`src/rtl/fetch_unit_if.sv`:
```
// fetch_unit_if: instruction-memory request port, redirect input and decode handshake.
interface fetch_unit_if;
   logic [31:0] imem_address;
   logic        imem_enable;
   logic        imem_read_write;
   logic [31:0] imem_data_in;
   logic [31:0] imem_data_out;
   logic        redirect_valid;
   logic [31:0] redirect_pc;
   logic        inst_valid;
   logic        inst_ready;
   logic [31:0] inst;
   logic [31:0] inst_pc;
   modport master (
      output imem_address, imem_enable, imem_read_write, imem_data_in,
      output inst_valid, inst, inst_pc,
      input  imem_data_out, redirect_valid, redirect_pc, inst_ready
   );
   modport slave (
      input  imem_address, imem_enable, imem_read_write, imem_data_in,
      input  inst_valid, inst, inst_pc,
      output imem_data_out, redirect_valid, redirect_pc, inst_ready
   );
endinterface

```
`src/rtl/fetch_unit.sv`:
```
// fetch_unit: fetch PC, 1-cycle-latency memory requests and a 2-entry skid buffer to decode.
module fetch_unit #(
   parameter logic [31:0] RESET_PC = 32'h0100_0000
) (
   input logic        clock,
   input logic        reset_n,
   fetch_unit_if.master bus
);
   logic [31:0] pc, req_pc, addr;
   logic        req_pending, redir, pop, push, issue;
   logic [1:0]  count, slot;
   logic [2:0]  occ;
   logic [63:0] head, tail, incoming;
   always_comb begin
      redir    = reset_n & bus.redirect_valid;
      pop      = (count != 2'd0) & bus.inst_ready;
      push     = req_pending & ~redir;
      // occupancy after this cycle, counting the response still in flight
      occ      = {1'b0, count} + {2'b0, req_pending} - {2'b0, pop};
      issue    = reset_n & (redir | (occ < 3'd2));
      addr     = redir ? {bus.redirect_pc[31:2], 2'b00} : pc;
      slot     = count - {1'b0, pop};
      incoming = {bus.imem_data_out, req_pc};
   end
   assign bus.imem_enable     = issue;
   assign bus.imem_address    = addr;
   assign bus.imem_read_write = 1'b0;
   assign bus.imem_data_in    = '0;
   assign bus.inst_valid      = count != 2'd0;
   assign bus.inst            = head[63:32];
   assign bus.inst_pc         = head[31:0];
   always_ff @(posedge clock or negedge reset_n) begin
      if (!reset_n) begin
         pc          <= RESET_PC;
         req_pc      <= '0;
         req_pending <= 1'b0;
         count       <= '0;
         head        <= '0;
         tail        <= '0;
      end else begin
         if (issue) begin
            pc     <= addr + 32'd4;
            req_pc <= addr;
         end
         req_pending <= issue;
         if (redir) begin
            count <= '0;
         end else begin
            count <= count + {1'b0, push} - {1'b0, pop};
            if (pop && count == 2'd2) head <= tail;
            if (push && slot == 2'd0) head <= incoming;
            if (push && slot == 2'd1) tail <= incoming;
         end
      end
   end
endmodule

```
`src/flat_wrapper.sv`:
```
// flat-port wrapper written by rule: the top's interface ports become plain ports
module fetch_unit_flat 
#(
   parameter logic [31:0] RESET_PC = 32'h0100_0000
)
  (clock, reset_n, bus_imem_address, bus_imem_enable, bus_imem_read_write, bus_imem_data_in, bus_inst_valid, bus_inst, bus_inst_pc, bus_imem_data_out, bus_redirect_valid, bus_redirect_pc, bus_inst_ready);
  fetch_unit_if bus_i ();
  input logic clock;
  input logic reset_n;
  output wire logic [$bits(bus_i.imem_address)-1:0] bus_imem_address;
  output wire logic [$bits(bus_i.imem_enable)-1:0] bus_imem_enable;
  output wire logic [$bits(bus_i.imem_read_write)-1:0] bus_imem_read_write;
  output wire logic [$bits(bus_i.imem_data_in)-1:0] bus_imem_data_in;
  output wire logic [$bits(bus_i.inst_valid)-1:0] bus_inst_valid;
  output wire logic [$bits(bus_i.inst)-1:0] bus_inst;
  output wire logic [$bits(bus_i.inst_pc)-1:0] bus_inst_pc;
  input wire logic [$bits(bus_i.imem_data_out)-1:0] bus_imem_data_out;
  input wire logic [$bits(bus_i.redirect_valid)-1:0] bus_redirect_valid;
  input wire logic [$bits(bus_i.redirect_pc)-1:0] bus_redirect_pc;
  input wire logic [$bits(bus_i.inst_ready)-1:0] bus_inst_ready;
  assign bus_imem_address = bus_i.imem_address;
  assign bus_imem_enable = bus_i.imem_enable;
  assign bus_imem_read_write = bus_i.imem_read_write;
  assign bus_imem_data_in = bus_i.imem_data_in;
  assign bus_inst_valid = bus_i.inst_valid;
  assign bus_inst = bus_i.inst;
  assign bus_inst_pc = bus_i.inst_pc;
  assign bus_i.imem_data_out = bus_imem_data_out;
  assign bus_i.redirect_valid = bus_redirect_valid;
  assign bus_i.redirect_pc = bus_redirect_pc;
  assign bus_i.inst_ready = bus_inst_ready;
  fetch_unit #(.RESET_PC(RESET_PC)) u_core (.clock(clock), .reset_n(reset_n), .bus(bus_i));
endmodule
```
`config.mk`:
```
export PLATFORM = sky130hd
export DESIGN_NAME = fetch_unit_flat
export DESIGN_NICKNAME = d
export VERILOG_FILES = /design/src/rtl/fetch_unit_if.sv /design/src/rtl/fetch_unit.sv /design/src/flat_wrapper.sv
export SDC_FILE = /design/constraint.sdc
export NUM_CORES = 1
export LEC_CHECK = 0
export ABC_AREA = 1
export CELL_PAD_IN_SITES_DETAIL_PLACEMENT = 0
export CELL_PAD_IN_SITES_GLOBAL_PLACEMENT = 1
export CORE_UTILIZATION = 39
export CTS_BUF_LIST = sky130_fd_sc_hd__clkbuf_4 sky130_fd_sc_hd__clkbuf_8
export CTS_CLUSTER_SIZE = 30
export DETAILED_ROUTE_END_ITERATION = 8
export MAX_ROUTING_LAYER = met4
export PLACE_DENSITY_LB_ADDON = 0.1
export SYNTH_ARGS = -nofsm -noshare
export SYNTH_HDL_FRONTEND = slang
export SYNTH_SLANG_ARGS = --single-unit
```
`constraint.sdc`:
```
create_clock -name clock -period 5.7 [get_ports clock]
set_clock_uncertainty 0.2 [all_clocks]
set_input_delay 1.71 -clock clock [delete_from_list [all_inputs] [get_ports clock]]
set_output_delay 1.71 -clock clock [all_outputs]
set_load 0.02 [all_outputs]
```
==> results of run 1 <==
## power groups by stage
stage	Clock [mW]	Sequential, mW	Combinational (mW)
2_1_floorplan	0	2.56	1.64
3_3_place_gp	0	2.30	2.94
3_5_place_dp	0	2.32	2.98
4_1_cts	0.885	2.29	2.99
5_1_grt	0.940	2.36	3.32
6_report	0.855	2.29	2.95
## final cells by class
class,instances,area share
flip-flops and latches,193,0.421
multi-input cells,825,0.325
repair buffers,180,0.157
well taps,319,0.0347
inverters,96,0.0314
clock buffers,18,0.0210
clock inverters,14,0.0108
## routing by layer
metal,global-route usage,share of wire,up-vias
met1,0.293,0.53,3463
met5,-,0,-
met3,0.0284,0.040,16
met2,0.276,0.42,188
li1,-,-,3986
met4,0.0546,0.011,0
## critical path, delay by kind of cell
kind / cells / cell delay, ps
AOI/OAI and AO/OA: 2 / 210
buffers and inverters: 4 / 920
and+or+nand+nor: 3 / 300
adders and majority gates: 1 / 500
## state kept, by name (all words and copies together), names as in the netlist
signal	count
u_core.req_pc	32
u_core.tail	64
u_core.pc	30
u_core.req_pending	1
u_core.count	2
u_core.head	64
## through the flow
stage | utilization | worst slack (ps)
2_1_floorplan | - | 388
3_3_place_gp | 0.474 | -159
3_5_place_dp | 0.474 | -157
4_1_cts | 0.489 | 52.8
5_1_grt | 0.489 | 20.7
6_report | 0.489 | 160
## logic make-up after synthesis
logic type | Yosys count | synth area share
AND/OR/NAND/NOR | 540 | 0.240
flip-flops | 193 | 0.516
AO/OA/AOI/OAI | 247 | 0.135
buffers and inverters | 192 | 0.101
XOR/XNOR | 2 | 0.00187
adder cells (fa/ha/maj) | 3 | 0.00481
other | 1 | 0.000401
## path summary, 6_finish.rpt
| path | startpoint | to | slack [ps] |
|---|---|---|---|
| min in group asynchronous | reset_n | u_core.pc[6] | 840 |
| worst min register to register | u_core.tail[16] | u_core.tail[16] | 290 |
| worst max register to register | u_core.count[1] | u_core.pc[17] | 2410 |
| max in group asynchronous | reset_n | u_core.head[31] | 2510 |
| worst min-delay path | u_core.tail[16] | u_core.tail[16] | 290 |
| worst max-delay path | bus_inst_ready | bus_imem_enable | 160 |
## cell usage in the layout, fill, tap and decap left out, types with 3 or more instances in the layout
| master | instances |
|---|---|
| a21oi_1 | 149 |
| buf_12 | 3 |
| buf_4 | 14 |
| clkbuf_8 | 17 |
| clkdlybuf4s50_1 | 161 |
| clkinvlp_4 | 4 |
| conb_1 | 33 |
| dfrtp_1 | 192 |
| inv_1 | 91 |
| inv_2 | 5 |
| inv_6 | 4 |
| inv_8 | 4 |
| nand2_1 | 235 |
| nand2_2 | 15 |
| nand3_1 | 78 |
| nand3_2 | 3 |
| nand4_1 | 3 |
| nor2_1 | 191 |
| nor2_2 | 8 |
| nor2_4 | 5 |
| o211ai_1 | 3 |
| o21ai_0 | 56 |
| o21ai_1 | 31 |
| o21bai_1 | 5 |
## timing repair
| item | CTS | global route |
|---|---|---|
| setup endpoints to repair | 1 | 1 |
| hold endpoints to repair | 0 | 0 |
| resized for setup | 1 | 2 |
| pin swaps | 0 | 0 |
==> reports/summary.txt, run 1 <==
Status = finished clean
Cell mode on critical path = inv_1
Setup Viol. Count Final = 0
HP Class = register to register
Top-area cell type share of the netlist area = 0.513
Switch share = 0.429
Final TNS setup = 0 ps
Die width = 157 µm
CP peak stage delay = 500 ps
Worst r2r path cells = 14
Die area = 0.0246 mm²
Data required, critical path = 3790 ps
Int Pwr = 3.48 mW
Peak supply drop = 0.276 mV
1st-iter DRT viols = 514
Multi-input gate area = 0.00373 mm²
Ranking of synthesized cells by area = dfrtp_1, nand2_1, a21oi_1
Worst Setup End Kind = primary output
CORE AREA = 0.0235 mm²
Top_reg_cell synth = dfrtp_1
Post-synth EDFFs = 0
Hold path cells = 2
Register area = 0.00483 mm²
Clk sinks = 193
Grt ovf = 0
YS warnings = 0
Via-to-Cell Ratio = 4.65
Startpoint Class = input pin
Fin. Hold Viols = 0
Clock transition at path regs = 90 ps
Starting Density = 0.399
Synth top cells by count = nand2_1, dfrtp_1, nor2_1
Pre-antenna DRT Iters = 5
#FFs+latches synth = 193
Post-synth ARST share = 1.00
Reg power frac = 0.375
Post-Syn Area = 0.00936 mm²
TritonCTS Buffers = 17
Routed Antenna Nets = 0
Crit path kind = input pin to primary output
Placed Area = 0.0111 mm²
Min Tclk post-route = 5540 ps
Mapped Avg Cell Area = 7.94 µm²
Placed Instances = 1613
Fmax achieved = 181 MHz
Die height = 157 µm
Initial antenna violation count = 0
Top-count cell post-synth = nand2_1
Top cell type by total area after synthesis = dfrtp_1
Cell Rows = 56
Leakage Power = 5.25 nW
Number of fill cells in the layout = 2360
Final Instance Area = 0.0115 mm²
Cts-stage hold buffer count = 0
H-tree levels = 4
Crit-path max FO = 2
Antenna Cells = 0
Layout cells sized above 1 = 0.0686
Slew Viols, Final = 0
Number of remaining DRC errors = 0
DR WL/cell = 13.7 µm
All-Layer GR Usage = 0.197
Root Driver = clkbuf_8
Total Power = 6.10 mW
Postcts setup bufs = 0
CTS tree = built
Post-Synthesis Cells = 1178
Vias in the first global route = 6992
Final Hold Slack = 292 ps
Boundary Pins = 199
Layout Nets = 1384
Combinational power share = 0.484
Final WL = 22600 µm
Period utilization = 0.972
Slew margin rel. = 0.312
Worst Path Arrival = 3630 ps
Pwr Density = 531 mW/mm²
Area Overhead vs Synth = 22.7%
RSZ-0062 raised after global routing = no
Final cell count without fillers = 1645
Maxcap violations = 0
Via count = 7653
Clock Latency Late Sink = 460 ps
First-pass GRT wire length = 36900 µm
Post-synthesis sequential area ratio = 0.516
Longest Clk Path Bufs = 2
Critical Path Slowest Stage Cell = fa_1
Hpwl dp = 15200 µm
Largest net degree at the start of global routing = 129
GPL Wtd Cong = 0.884
Worst path cell trace = clkdlybuf4s50_1 -> inv_1 -> a21oi_2 -> inv_1 -> nor2_1 -> o21ai_1 -> fa_1 -> nand4_1 -> nand2_1 -> clkdlybuf4s15_1
Netlist cell types = 28
Least-Margin Pin Slew = 1030 ps
# port buffers = 163
Clock network fraction of total power = 0.140
P_sw = 2.61 mW
Note: power is estimated with default switching activity, not from simulation.
==> run 2: changes to the inputs <==
Settings changed: SKIP_CTS_REPAIR_TIMING set to 1.
==> reports/summary.txt, run 2 (synthesized netlist as in run 1, its figures left out) <==
Status = finished clean (unchanged)
Starting Density = 0.399 (unchanged)
Fmax achieved = 181 MHz (about the same)
Final TNS setup = 0 ps (unchanged)
Via count = 7653 (unchanged)
Post-placement setup slack = -157 ps (unchanged)
All-Layer GR Usage = 0.197 (about the same)
Commonest non-fill, non-tap cell in the layout = nand2_1 (unchanged)
Least-Margin Pin Slew = 1030 ps (about the same)
Layout Nets = 1384 (unchanged)
Number of remaining DRC errors = 0 (unchanged)
Period utilization = 0.967 (was 0.972)
Crit path depth = 10 (unchanged)
Longest Clk Path Bufs = 2 (unchanged)
Peak supply drop = 0.276 mV (about the same)
Die width = 157 µm (unchanged)
Boundary Pins = 199 (unchanged)
Die area = 0.0246 mm² (unchanged)
Via-to-Cell Ratio = 4.65 (unchanged)
Pwr Density = 531 mW/mm² (about the same)
Clock transition at path regs = 90 ps (about the same)
1st-iter DRT viols = 514 (unchanged)
Cell Rows = 56 (unchanged)
First-pass GRT wire length = 36900 µm (about the same)
Layout cells sized above 1 = 0.0686 (unchanged)
Initial antenna violation count = 0 (unchanged)
Antenna Cells = 0 (unchanged)
Crit path launch = bus_inst_ready (unchanged)
Leakage Power = 5.26 nW (was 5.25 nW)
Grt ovf = 0 (unchanged)
DR WL/cell = 13.7 µm (about the same)
CTS tree = built (unchanged)
Worst Setup End Kind = primary output (unchanged)
Final Hold Slack = 292 ps (unchanged)
Slew margin rel. = 0.312 (about the same)
Die height = 157 µm (unchanged)
HP Class = register to register (unchanged)
R2R Setup Slk = 2360 ps (was 2410 ps)
Final WL = 22600 µm (about the same)
Area Overhead vs Synth = 22.8% (was 22.7%)
GPL Wtd Cong = 0.884 (unchanged)
Critical Path Slowest Stage Cell = clkdlybuf4s50_1 (was fa_1)
Top delay family on crit path = buffers and inverters (unchanged)
Commonest cells after routing, fill and taps aside = nand2_1, dfrtp_1, nor2_1, clkdlybuf4s50_1, a21oi_1 (unchanged)
Worst Path Arrival = 3600 ps (was 3630 ps)
Top flop regs = u_core.head (64), u_core.tail (64), u_core.req_pc (32) (unchanged)
Hpwl dp = 15200 µm (unchanged)
Crit path kind = input pin to primary output (unchanged)
Setup Viol. Count Final = 0 (unchanged)
Vias in the first global route = 6992 (unchanged)
Total Power = 6.10 mW (about the same)
CP peak stage delay = 480 ps (was 500 ps)
Crit-path max FO = 3 (was 2)
# port buffers = 163 (unchanged)
Final worst-path setup slack = 190 ps (was 160 ps)
Fin. Hold Viols = 0 (unchanged)
Root Driver = clkbuf_8 (unchanged)
Reg-to-reg endpoint = u_core.pc[17] (unchanged)
Startpoint Class = input pin (unchanged)
Clk sinks = 193 (unchanged)
Reg-to-reg critical path startpoint = u_core.count[1] (unchanged)
Worst path cell trace = clkdlybuf4s50_1 -> inv_1 -> a21oi_2 -> buf_4 -> nor2_1 -> o21ai_0 -> fa_1 -> nand4_1 -> nand2_1 -> dlymetal6s2s_1 (was clkdlybuf4s50_1 -> inv_1 -> a21oi_2 -> inv_1 -> nor2_1 -> o21ai_1 -> fa_1 -> nand4_1 -> nand2_1 -> clkdlybuf4s15_1)
Data required, critical path = 3790 ps (about the same)
Worst r2r path cells = 14 (unchanged)
Routed Antenna Nets = 0 (unchanged)
TritonCTS Buffers = 17 (unchanged)
Worst setup path endpoint = bus_imem_enable (unchanged)
H-tree levels = 4 (unchanged)
Buffers and inverters on the worst path = 4 (unchanged)
RSZ-0062 raised after global routing = no (unchanged)
Largest net degree at the start of global routing = 129 (unchanged)
Min Tclk post-route = 5510 ps (was 5540 ps)
Slew Viols, Final = 0 (unchanged)
CORE AREA = 0.0235 mm² (unchanged)
Maxcap violations = 0 (unchanged)
Pre-antenna DRT Iters = 5 (unchanged)
Clock Latency Late Sink = 460 ps (about the same)
==> run 2: how the worst min path moves through the flow <==
| stage | cells after the start | endpoint | from |
|---|---|---|---|
| 3_3_place_gp | 2 | u_core.pc[3] | u_core.pc[3] |
| 4_1_cts | 2 | u_core.tail[16] | u_core.tail[16] |
| 6_report | 2 | u_core.tail[16] | u_core.tail[16] |
| 3_5_place_dp | 2 | u_core.pc[3] | u_core.pc[3] |
| 5_1_grt | 2 | u_core.tail[22] | u_core.tail[22] |
| 2_1_floorplan | 2 | u_core.pc[3] | u_core.pc[3] |
==> run 2: power by group <==
part           leakage [nW]  internal (mW)  switching, mW
logic                  2.70           1.16           1.79
clock network         0.178          0.324          0.531
registers              2.38           2.00          0.293
total                  5.26           3.48           2.61
==> run 2: routing by layer <==
metal,part of all wire,routed length (µm),vias to the layer above,track usage
met5,0,0,-,-
met4,0.011,244,0,0.0546
met3,0.040,894,16,0.0284
met2,0.42,9520,188,0.276
met1,0.53,11900,3464,0.293
li1,-,-,3985,-
==> run 2: worst reg2reg max path, cell delays in order (launching register included) <==
cell	delay, ps
dfrtp_1	490
inv_2	120
a21oi_2	170
buf_4	140
nor2_1	30
o21ai_0	210
fa_1	460
nand4_1	100
nand2_1	70
buf_4	290
inv_2	120
buf_4	430
nor2_1	170
o21ai_0	130
nand3_1	100
==> run 2: stage by stage <==
stage	std cells	utilization	cell area, µm²
2_1_floorplan	1210	-	9480
3_3_place_gp	1613	0.474	11100
3_5_place_dp	1613	0.474	11100
5_1_grt	1645	0.489	11500
4_1_cts	1645	0.489	11500
6_report	1645	0.489	11500
==> run 2: area by class of cell <==
type | instances | area, µm²
fill | 2359 | 12000
multi-input combinational | 825 | 3730
clock buffer | 18 | 241
clock inverter | 14 | 124
inverter | 96 | 360
sequential | 193 | 4830
timing repair buffer | 180 | 1800
tap | 319 | 399
